### config.mk
export PLATFORM = sky130hd
export DESIGN_NAME = mips_mc_ctrl
export DESIGN_NICKNAME = d
export VERILOG_FILES = /design/src/rtl/mips_mc_ctrl_pkg.sv /design/src/rtl/mips_mc_decode.sv /design/src/rtl/mips_mc_ctrl.sv
export SDC_FILE = /design/constraint.sdc
export NUM_CORES = 1
export LEC_CHECK = 0
export ABC_AREA = 1
export CORE_UTILIZATION = 46
export CTS_CLUSTER_SIZE = 16
export DETAILED_ROUTE_END_ITERATION = 8
export PLACE_DENSITY = 0.85
export SKIP_LAST_GASP = 1
export SYNTH_ARGS = -nofsm -noshare
export SYNTH_HDL_FRONTEND = slang
export SYNTH_SLANG_ARGS = --single-unit
### constraint.sdc
create_clock -name clk -period 1.5 [get_ports clk]
set_input_delay 0.3 -clock clk [delete_from_list [all_inputs] [get_ports clk]]
set_output_delay 0.3 -clock clk [all_outputs]
set_load 0.01 [all_outputs]
### src/rtl/mips_mc_ctrl_pkg.sv
// mips_defs: shared definitions for the multi-cycle MIPS controller.
// Holds the opcode/funct constants, the FSM state and instruction-class
// enums, the datapath select codes, and the two pure functions that give
// the FSM its transitions and its per-state control word.
package mips_defs;

    // Instruction fields
    localparam logic [5:0] OP_RTYPE = 6'h00;
    localparam logic [5:0] OP_J     = 6'h02;
    localparam logic [5:0] OP_JAL   = 6'h03;
    localparam logic [5:0] OP_BEQ   = 6'h04;
    localparam logic [5:0] OP_ORI   = 6'h0D;
    localparam logic [5:0] OP_LUI   = 6'h0F;
    localparam logic [5:0] OP_LW    = 6'h23;
    localparam logic [5:0] OP_SW    = 6'h2B;

    localparam logic [5:0] FN_JR    = 6'h08;
    localparam logic [5:0] FN_ADDU  = 6'h21;
    localparam logic [5:0] FN_SUBU  = 6'h23;

    // ALU operation codes
    localparam logic [2:0] ALU_ADD = 3'd0;
    localparam logic [2:0] ALU_SUB = 3'd1;
    localparam logic [2:0] ALU_OR  = 3'd2;
    localparam logic [2:0] ALU_LUI = 3'd3;

    // Next-PC source
    localparam logic [1:0] PC_SEQ = 2'd0;
    localparam logic [1:0] PC_BR  = 2'd1;
    localparam logic [1:0] PC_JMP = 2'd2;
    localparam logic [1:0] PC_REG = 2'd3;

    // ALU B operand source
    localparam logic [1:0] B_RT   = 2'd0;
    localparam logic [1:0] B_SEXT = 2'd1;
    localparam logic [1:0] B_ZEXT = 2'd2;

    // Destination register select
    localparam logic [1:0] DST_RT = 2'd0;
    localparam logic [1:0] DST_RD = 2'd1;
    localparam logic [1:0] DST_RA = 2'd2;

    // Register-file write data source
    localparam logic [1:0] WD_ALU = 2'd0;
    localparam logic [1:0] WD_MDR = 2'd1;
    localparam logic [1:0] WD_PC  = 2'd2;

    typedef enum logic [3:0] {
        ST_FETCH   = 4'd0,
        ST_DECODE  = 4'd1,
        ST_EXE_R   = 4'd2,
        ST_EXE_I   = 4'd3,
        ST_ALU_WB  = 4'd4,
        ST_MEM_ADR = 4'd5,
        ST_MEM_RD  = 4'd6,
        ST_MEM_WB  = 4'd7,
        ST_MEM_WR  = 4'd8,
        ST_BRANCH  = 4'd9,
        ST_JUMP    = 4'd10
    } state_t;

    typedef enum logic [3:0] {
        CL_R_ALU,
        CL_I_ALU,
        CL_LOAD,
        CL_STORE,
        CL_BRANCH,
        CL_JUMP,
        CL_JAL,
        CL_JR,
        CL_ILLEGAL
    } instr_class_t;

    // Control word held in the output register. br_cond marks the BRANCH
    // state, where the PC write is qualified by the live zero flag.
    typedef struct packed {
        logic       pc_we;
        logic       ir_we;
        logic       rf_we;
        logic       dm_we;
        logic       br_cond;
        logic       instr_done;
        logic [1:0] pc_sel;
        logic [2:0] alu_op;
        logic [1:0] alu_b_sel;
        logic [1:0] reg_dst;
        logic [1:0] wd_sel;
    } ctrl_t;

    function automatic state_t next_state(input state_t st, input instr_class_t cls);
        state_t nxt;
        nxt = ST_FETCH;
        case (st)
            ST_FETCH:   nxt = ST_DECODE;
            ST_DECODE: begin
                case (cls)
                    CL_R_ALU:              nxt = ST_EXE_R;
                    CL_I_ALU:              nxt = ST_EXE_I;
                    CL_LOAD, CL_STORE:     nxt = ST_MEM_ADR;
                    CL_BRANCH:             nxt = ST_BRANCH;
                    CL_JUMP, CL_JAL, CL_JR: nxt = ST_JUMP;
                    default:               nxt = ST_FETCH;
                endcase
            end
            ST_EXE_R, ST_EXE_I: nxt = ST_ALU_WB;
            ST_MEM_ADR: nxt = (cls == CL_LOAD) ? ST_MEM_RD : ST_MEM_WR;
            ST_MEM_RD:  nxt = ST_MEM_WB;
            default:    nxt = ST_FETCH;
        endcase
        return nxt;
    endfunction

    // Control word for a state. Called with the state being entered so the
    // outputs come straight out of a register; the IR class is stable from
    // DECODE onward, which covers every state that looks at it.
    function automatic ctrl_t state_outputs(input state_t st, input instr_class_t cls,
                                            input logic [2:0] alu_fn);
        ctrl_t c;
        c = '0;
        case (st)
            ST_FETCH: begin
                c.ir_we  = 1'b1;
                c.pc_we  = 1'b1;
                c.pc_sel = PC_SEQ;
            end
            ST_EXE_R, ST_EXE_I: begin
                c.alu_b_sel = (st == ST_EXE_R) ? B_RT : B_ZEXT;
                c.alu_op    = alu_fn;
            end
            ST_ALU_WB: begin
                c.rf_we      = 1'b1;
                c.wd_sel     = WD_ALU;
                c.reg_dst    = (cls == CL_R_ALU) ? DST_RD : DST_RT;
                c.instr_done = 1'b1;
            end
            ST_MEM_ADR: begin
                c.alu_b_sel = B_SEXT;
                c.alu_op    = ALU_ADD;
            end
            ST_MEM_WB: begin
                c.rf_we      = 1'b1;
                c.wd_sel     = WD_MDR;
                c.reg_dst    = DST_RT;
                c.instr_done = 1'b1;
            end
            ST_MEM_WR: begin
                c.dm_we      = 1'b1;
                c.instr_done = 1'b1;
            end
            ST_BRANCH: begin
                c.alu_op     = ALU_SUB;
                c.alu_b_sel  = B_RT;
                c.pc_sel     = PC_BR;
                c.br_cond    = 1'b1;
                c.instr_done = 1'b1;
            end
            ST_JUMP: begin
                c.pc_we      = 1'b1;
                c.pc_sel     = (cls == CL_JR) ? PC_REG : PC_JMP;
                c.instr_done = 1'b1;
                if (cls == CL_JAL) begin
                    c.rf_we   = 1'b1;
                    c.reg_dst = DST_RA;
                    c.wd_sel  = WD_PC;
                end
            end
            default: c = '0;
        endcase
        return c;
    endfunction

endpackage

### src/rtl/mips_mc_decode.sv
// mips_mc_decode: combinational instruction classifier.
// Ports:
//   opcode  in  IR[31:26]
//   funct   in  IR[5:0]
//   cls     out instruction class consumed by the FSM
//   alu_fn  out ALU operation for the execute step of ALU/branch classes
// Anything not recognised, including the all-zero nop (sll), is ILLEGAL,
// which the FSM retires without writing anything.
module mips_mc_decode
    import mips_defs::*;
(
    input  logic [5:0]   opcode,
    input  logic [5:0]   funct,
    output instr_class_t cls,
    output logic [2:0]   alu_fn
);

    always_comb begin
        cls    = CL_ILLEGAL;
        alu_fn = ALU_ADD;
        case (opcode)
            OP_RTYPE: begin
                case (funct)
                    FN_ADDU: begin cls = CL_R_ALU; alu_fn = ALU_ADD; end
                    FN_SUBU: begin cls = CL_R_ALU; alu_fn = ALU_SUB; end
                    FN_JR:   cls = CL_JR;
                    default: cls = CL_ILLEGAL;
                endcase
            end
            OP_ORI:  begin cls = CL_I_ALU; alu_fn = ALU_OR;  end
            OP_LUI:  begin cls = CL_I_ALU; alu_fn = ALU_LUI; end
            OP_LW:   cls = CL_LOAD;
            OP_SW:   cls = CL_STORE;
            OP_BEQ:  begin cls = CL_BRANCH; alu_fn = ALU_SUB; end
            OP_J:    cls = CL_JUMP;
            OP_JAL:  cls = CL_JAL;
            default: cls = CL_ILLEGAL;
        endcase
    end

endmodule

### src/rtl/mips_mc_ctrl.sv
// mips_mc_ctrl: multi-cycle control FSM for the MIPS datapath.
// Ports:
//   clk, reset          rising-edge clock, async active-high reset
//   opcode, funct, zero IR fields and ALU equality flag
//   pc_we/ir_we/rf_we/dm_we  architectural write enables
//   pc_sel, alu_op, alu_b_sel, reg_dst, wd_sel  datapath selects
//   instr_done          pulse in the last cycle of every instruction
//   state               current state encoding (debug)
module mips_mc_ctrl
    import mips_defs::*;
#(
    parameter int STATE_W = 4
) (
    input  logic               clk,
    input  logic               reset,
    input  logic [5:0]         opcode,
    input  logic [5:0]         funct,
    input  logic               zero,
    output logic               pc_we,
    output logic               ir_we,
    output logic               rf_we,
    output logic               dm_we,
    output logic [1:0]         pc_sel,
    output logic [2:0]         alu_op,
    output logic [1:0]         alu_b_sel,
    output logic [1:0]         reg_dst,
    output logic [1:0]         wd_sel,
    output logic               instr_done,
    output logic [STATE_W-1:0] state
);

    state_t       state_q;
    ctrl_t        ctl_q;
    instr_class_t cls;
    logic [2:0]   alu_fn;
    logic         decode_illegal;

    mips_mc_decode u_decode (
        .opcode (opcode),
        .funct  (funct),
        .cls    (cls),
        .alu_fn (alu_fn)
    );

    // The control word is computed for the state being entered, so every
    // output leaves a flop. Reset lands in FETCH with FETCH's control word.
    always_ff @(posedge clk or posedge reset) begin
        if (reset) begin
            state_q <= ST_FETCH;
            ctl_q   <= state_outputs(ST_FETCH, CL_ILLEGAL, ALU_ADD);
        end else begin
            state_q <= next_state(state_q, cls);
            ctl_q   <= state_outputs(next_state(state_q, cls), cls, alu_fn);
        end
    end

    // The IR is loaded on the same edge that enters DECODE, so an illegal
    // instruction can only be recognised once DECODE is live; its done pulse
    // is therefore decoded from the state register and the current class.
    assign decode_illegal = (state_q == ST_DECODE) && (cls == CL_ILLEGAL);

    // Write enables and done are gated by reset so nothing is written while
    // an abandoned instruction is being flushed.
    assign pc_we      = ~reset & (ctl_q.pc_we | (ctl_q.br_cond & zero));
    assign ir_we      = ~reset & ctl_q.ir_we;
    assign rf_we      = ~reset & ctl_q.rf_we;
    assign dm_we      = ~reset & ctl_q.dm_we;
    assign instr_done = ~reset & (ctl_q.instr_done | decode_illegal);

    assign pc_sel    = ctl_q.pc_sel;
    assign alu_op    = ctl_q.alu_op;
    assign alu_b_sel = ctl_q.alu_b_sel;
    assign reg_dst   = ctl_q.reg_dst;
    assign wd_sel    = ctl_q.wd_sel;
    assign state     = STATE_W'(state_q);

endmodule

==> results.sh <==
export IMPL_vias=1371
export IMPL_synth_area_um2=1190
export IMPL_cts_tree="built"
export IMPL_period_share_pct=112
export IMPL_start_kind="flop"
export IMPL_worstMarginPinSlew_ns=0.678
export IMPL_critPathMaxFanout=2
export IMPL_hold_viol_final=0
export IMPL_synth_nets=166
export IMPL_period_needed_ns=1.68
export IMPL_slew_limit_headroom_pct=54.4
export IMPL_arrival_ns=1.38
export IMPL_synth_area_leaders="dfrtp_1, inv_1, nor2_1"
export IMPL_io_buffers=33
export IMPL_antennaDiodeCount=0
export IMPL_die_w_um=52.8
export IMPL_die_area_um2=2790
export IMPL_cp_required_ns=1.20
export IMPL_setup_violations=13
export IMPL_p_total_mw=1.77
export IMPL_utilization_pct=83.2
export IMPL_worst_slack_ns=-0.181
export IMPL_drt_iter0_drc=41
export IMPL_powerDensity_nw_per_um2=867
export IMPL_final_max_slew_viol_count=0
export IMPL_antenna_found_initial=0
export IMPL_finalSetupTns_ns=-1.52
export IMPL_synth_cell_types=24
export IMPL_crit_path_end="instr_done"
export IMPL_grt_pass1_wl_mm=6.11
export IMPL_synthMostInstantiatedCell="inv_1"
export IMPL_hold_slack_ns=0.245
export IMPL_worst_skew_pair_late_latency_ns=0.31
export IMPL_gr_usage_all_layers_pct=31.7
export IMPL_drive_gt1_share_pct=56.8
export IMPL_numCtsBuffers=3
export IMPL_synth_area_per_cell_um2=7.86
export IMPL_violations="negative setup slack"
export IMPL_final_instance_count_excl_fill=259
export IMPL_fmax_ghz=0.595
export IMPL_initial_core_util_pct=48.4
export IMPL_viasPerCell=5.29
export IMPL_ctsHtreeMaxLevel=1
export IMPL_fillers=138
export IMPL_reg2regPathDepth=10
export IMPL_ant_nets=0
export IMPL_routed_wl_mm=4.19
export IMPL_dpl_cell_area_um2=1660
export IMPL_cp_startpoint="state[2]$_DFF_PP0_"
export IMPL_hp_class="in2async"
export IMPL_crit_path_end_kind="primary output"
export IMPL_clock_path_buffers=2
export IMPL_final_area_um2=2040
export IMPL_reg2reg_to="ctl_q[15]$_DFF_PP1_"
export IMPL_status="finished with violations"
export IMPL_netlist_area_leader_share_pct=35.8
export IMPL_yosysSeqAreaShare_pct=40.3
export IMPL_reg2reg_slack_ns=-0.18
export IMPL_synth_seq_cells=19
export IMPL_path_class="reg2out"
export IMPL_yosys_most_used_dff="dfrtp_1"
export IMPL_synth_edf_count=0
export IMPL_async_flop_share_pct=100
export IMPL_cts_root_buf="clkbuf_4"
export IMPL_ir_drop_v=0.000995
export IMPL_yosysTopAreaCell="dfrtp_1"
export IMPL_grt_pass1_vias=1342
export IMPL_clock_sinks=19
export IMPL_maxCapViolations=0
export IMPL_netlist_top_cells_count="inv_1, nor2_1, nand2_1"
export IMPL_reg2reg_from="state[2]$_DFF_PP0_"
export IMPL_dpl_hpwl_mm=2.25
export IMPL_wire_per_inst_um=16.2
export IMPL_synth_cells=151
export IMPL_die_height_um=52.8
export IMPL_grt_ovfl_total=0
export IMPL_grt_setup_unrepaired="yes"
export IMPL_gp_congestion=0.880
export IMPL_nets=245
export IMPL_clk_pin_slew_ns=0.11
export IMPL_io_pins=35
export IMPL_num_rows=18
export IMPL_finClkSkew_ns=0.00547
export IMPL_ys_warnings_count=0
export IMPL_preCtsSetupSlack_ns=-0.950
export IMPL_grt_max_degree=20
export IMPL_p_leak_nw=1.20
export IMPL_coreArea_um2=2450
export IMPL_dp_cells=228
export IMPL_first_pass_iters=4
export IMPL_drc=0
export IMPL_syn_to_final_growth_pct=72.1
-- cell families (layout without fill, tap and decap cells) --
kind of cell / after synthesis / after routing / synth area share (%)
buf+inv: 42 / 120 / 16.8
compound gates: 5 / 5 / 2.42
simple gates: 84 / 84 / 40.3
other cells: 1 / 1 / 0.316
flops: 19 / 19 / 40.3
-- final cells by class --
| cell class | instances | area (µm²) | area share (%) |
|---|---|---|---|
| sequential | 19 | 478 | 23.4 |
| inverter | 31 | 121 | 5.94 |
| tap | 30 | 37.5 | 1.84 |
| multi-input combinational | 90 | 706 | 34.5 |
| clock buffer | 4 | 26.3 | 1.29 |
| timing repair buffer | 85 | 674 | 33.0 |
-- registers in the layout (all words and copies together) (netlist names) --
register   flops
reg_dst        2
wd_sel         1
alu_b_sel      2
ctl_q          6
state          4
pc_sel         2
alu_op         2
-- report_power, final --
| part | internal (mW) | switching [mW] |
|---|---|---|
| clock | 0.104 | 0.165 |
| combinational | 0.370 | 0.499 |
| sequential | 0.601 | 0.0315 |
| total | 1.07 | 0.696 |
-- worst max-delay path, cell delays in order, from the launching register on --
cell and delay (ns):
dfrtp_1 0.42, inv_2 0.11, nand2_4 0.06, nor3_4 0.19, a21oi_2 0.08, nor2_1 0.08
buf_2 0.13
-- repair_timing --
action,in CTS,in global routing
hold buffers,0,0
endpoints found under the setup margin,22,23
setup buffers,29,6
pin swaps,36,20
resized for setup,90,38
-- per-layer routing --
layer / track usage [%] / vias up / wire length [µm]
met2: 57.8 / 88 / 2130
met5: 0 / - / 0
met4: 18.9 / 0 / 211
li1: - / 617 / -
met1: 33.3 / 638 / 1520
met3: 5.80 / 28 / 331
-- layout by cell type, fill, tap and decap left out --
| cell type | instances |
|---|---|
| buf_2 | 8 |
| nand2_4 | 4 |
| buf_4 | 46 |
| nor2_2 | 6 |
| nor4_1 | 1 |
| buf_6 | 6 |
| nand3_1 | 2 |
| dlymetal6s2s_1 | 6 |
| dlygate4sd2_1 | 7 |
| nor3_2 | 1 |
| o21ai_2 | 1 |
| a21oi_2 | 1 |
| nand3_4 | 1 |
| a21oi_1 | 1 |
| dfrtp_1 | 17 |
| nand4_4 | 1 |
| conb_1 | 1 |
| nor4_4 | 2 |
| nor2_1 | 15 |
| inv_1 | 21 |
| nor2_4 | 10 |
| dfstp_2 | 2 |
| nand2_8 | 2 |
| nand3b_1 | 1 |
| nand4_1 | 6 |
| clkdlybuf4s50_1 | 5 |
| clkbuf_4 | 3 |
| inv_4 | 2 |
| nand3_2 | 9 |
| inv_2 | 8 |
| nand2_1 | 13 |
| nor3_4 | 2 |
| o311ai_1 | 1 |
| nand2_2 | 8 |
| o21ai_0 | 1 |
| clkbuf_1 | 1 |
| clkbuf_2 | 7 |
-- worst min path at each step --
stage,start,endpoint,slack [ns],cells after the start
after detailed placement,state[3]$_DFF_PP0_,wd_sel[0]$_DFF_PP0_,0.56,2
final,reset,wd_sel[0]$_DFF_PP0_,0.25,3
after floorplan,reset,alu_b_sel[0]$_DFF_PP0_,0.25,1
after global placement,state[3]$_DFF_PP0_,wd_sel[0]$_DFF_PP0_,0.54,2
after global routing,reset,wd_sel[0]$_DFF_PP0_,0.28,3
after CTS,reset,wd_sel[0]$_DFF_PP0_,0.25,3
Note: power is estimated with default switching activity, not from simulation.
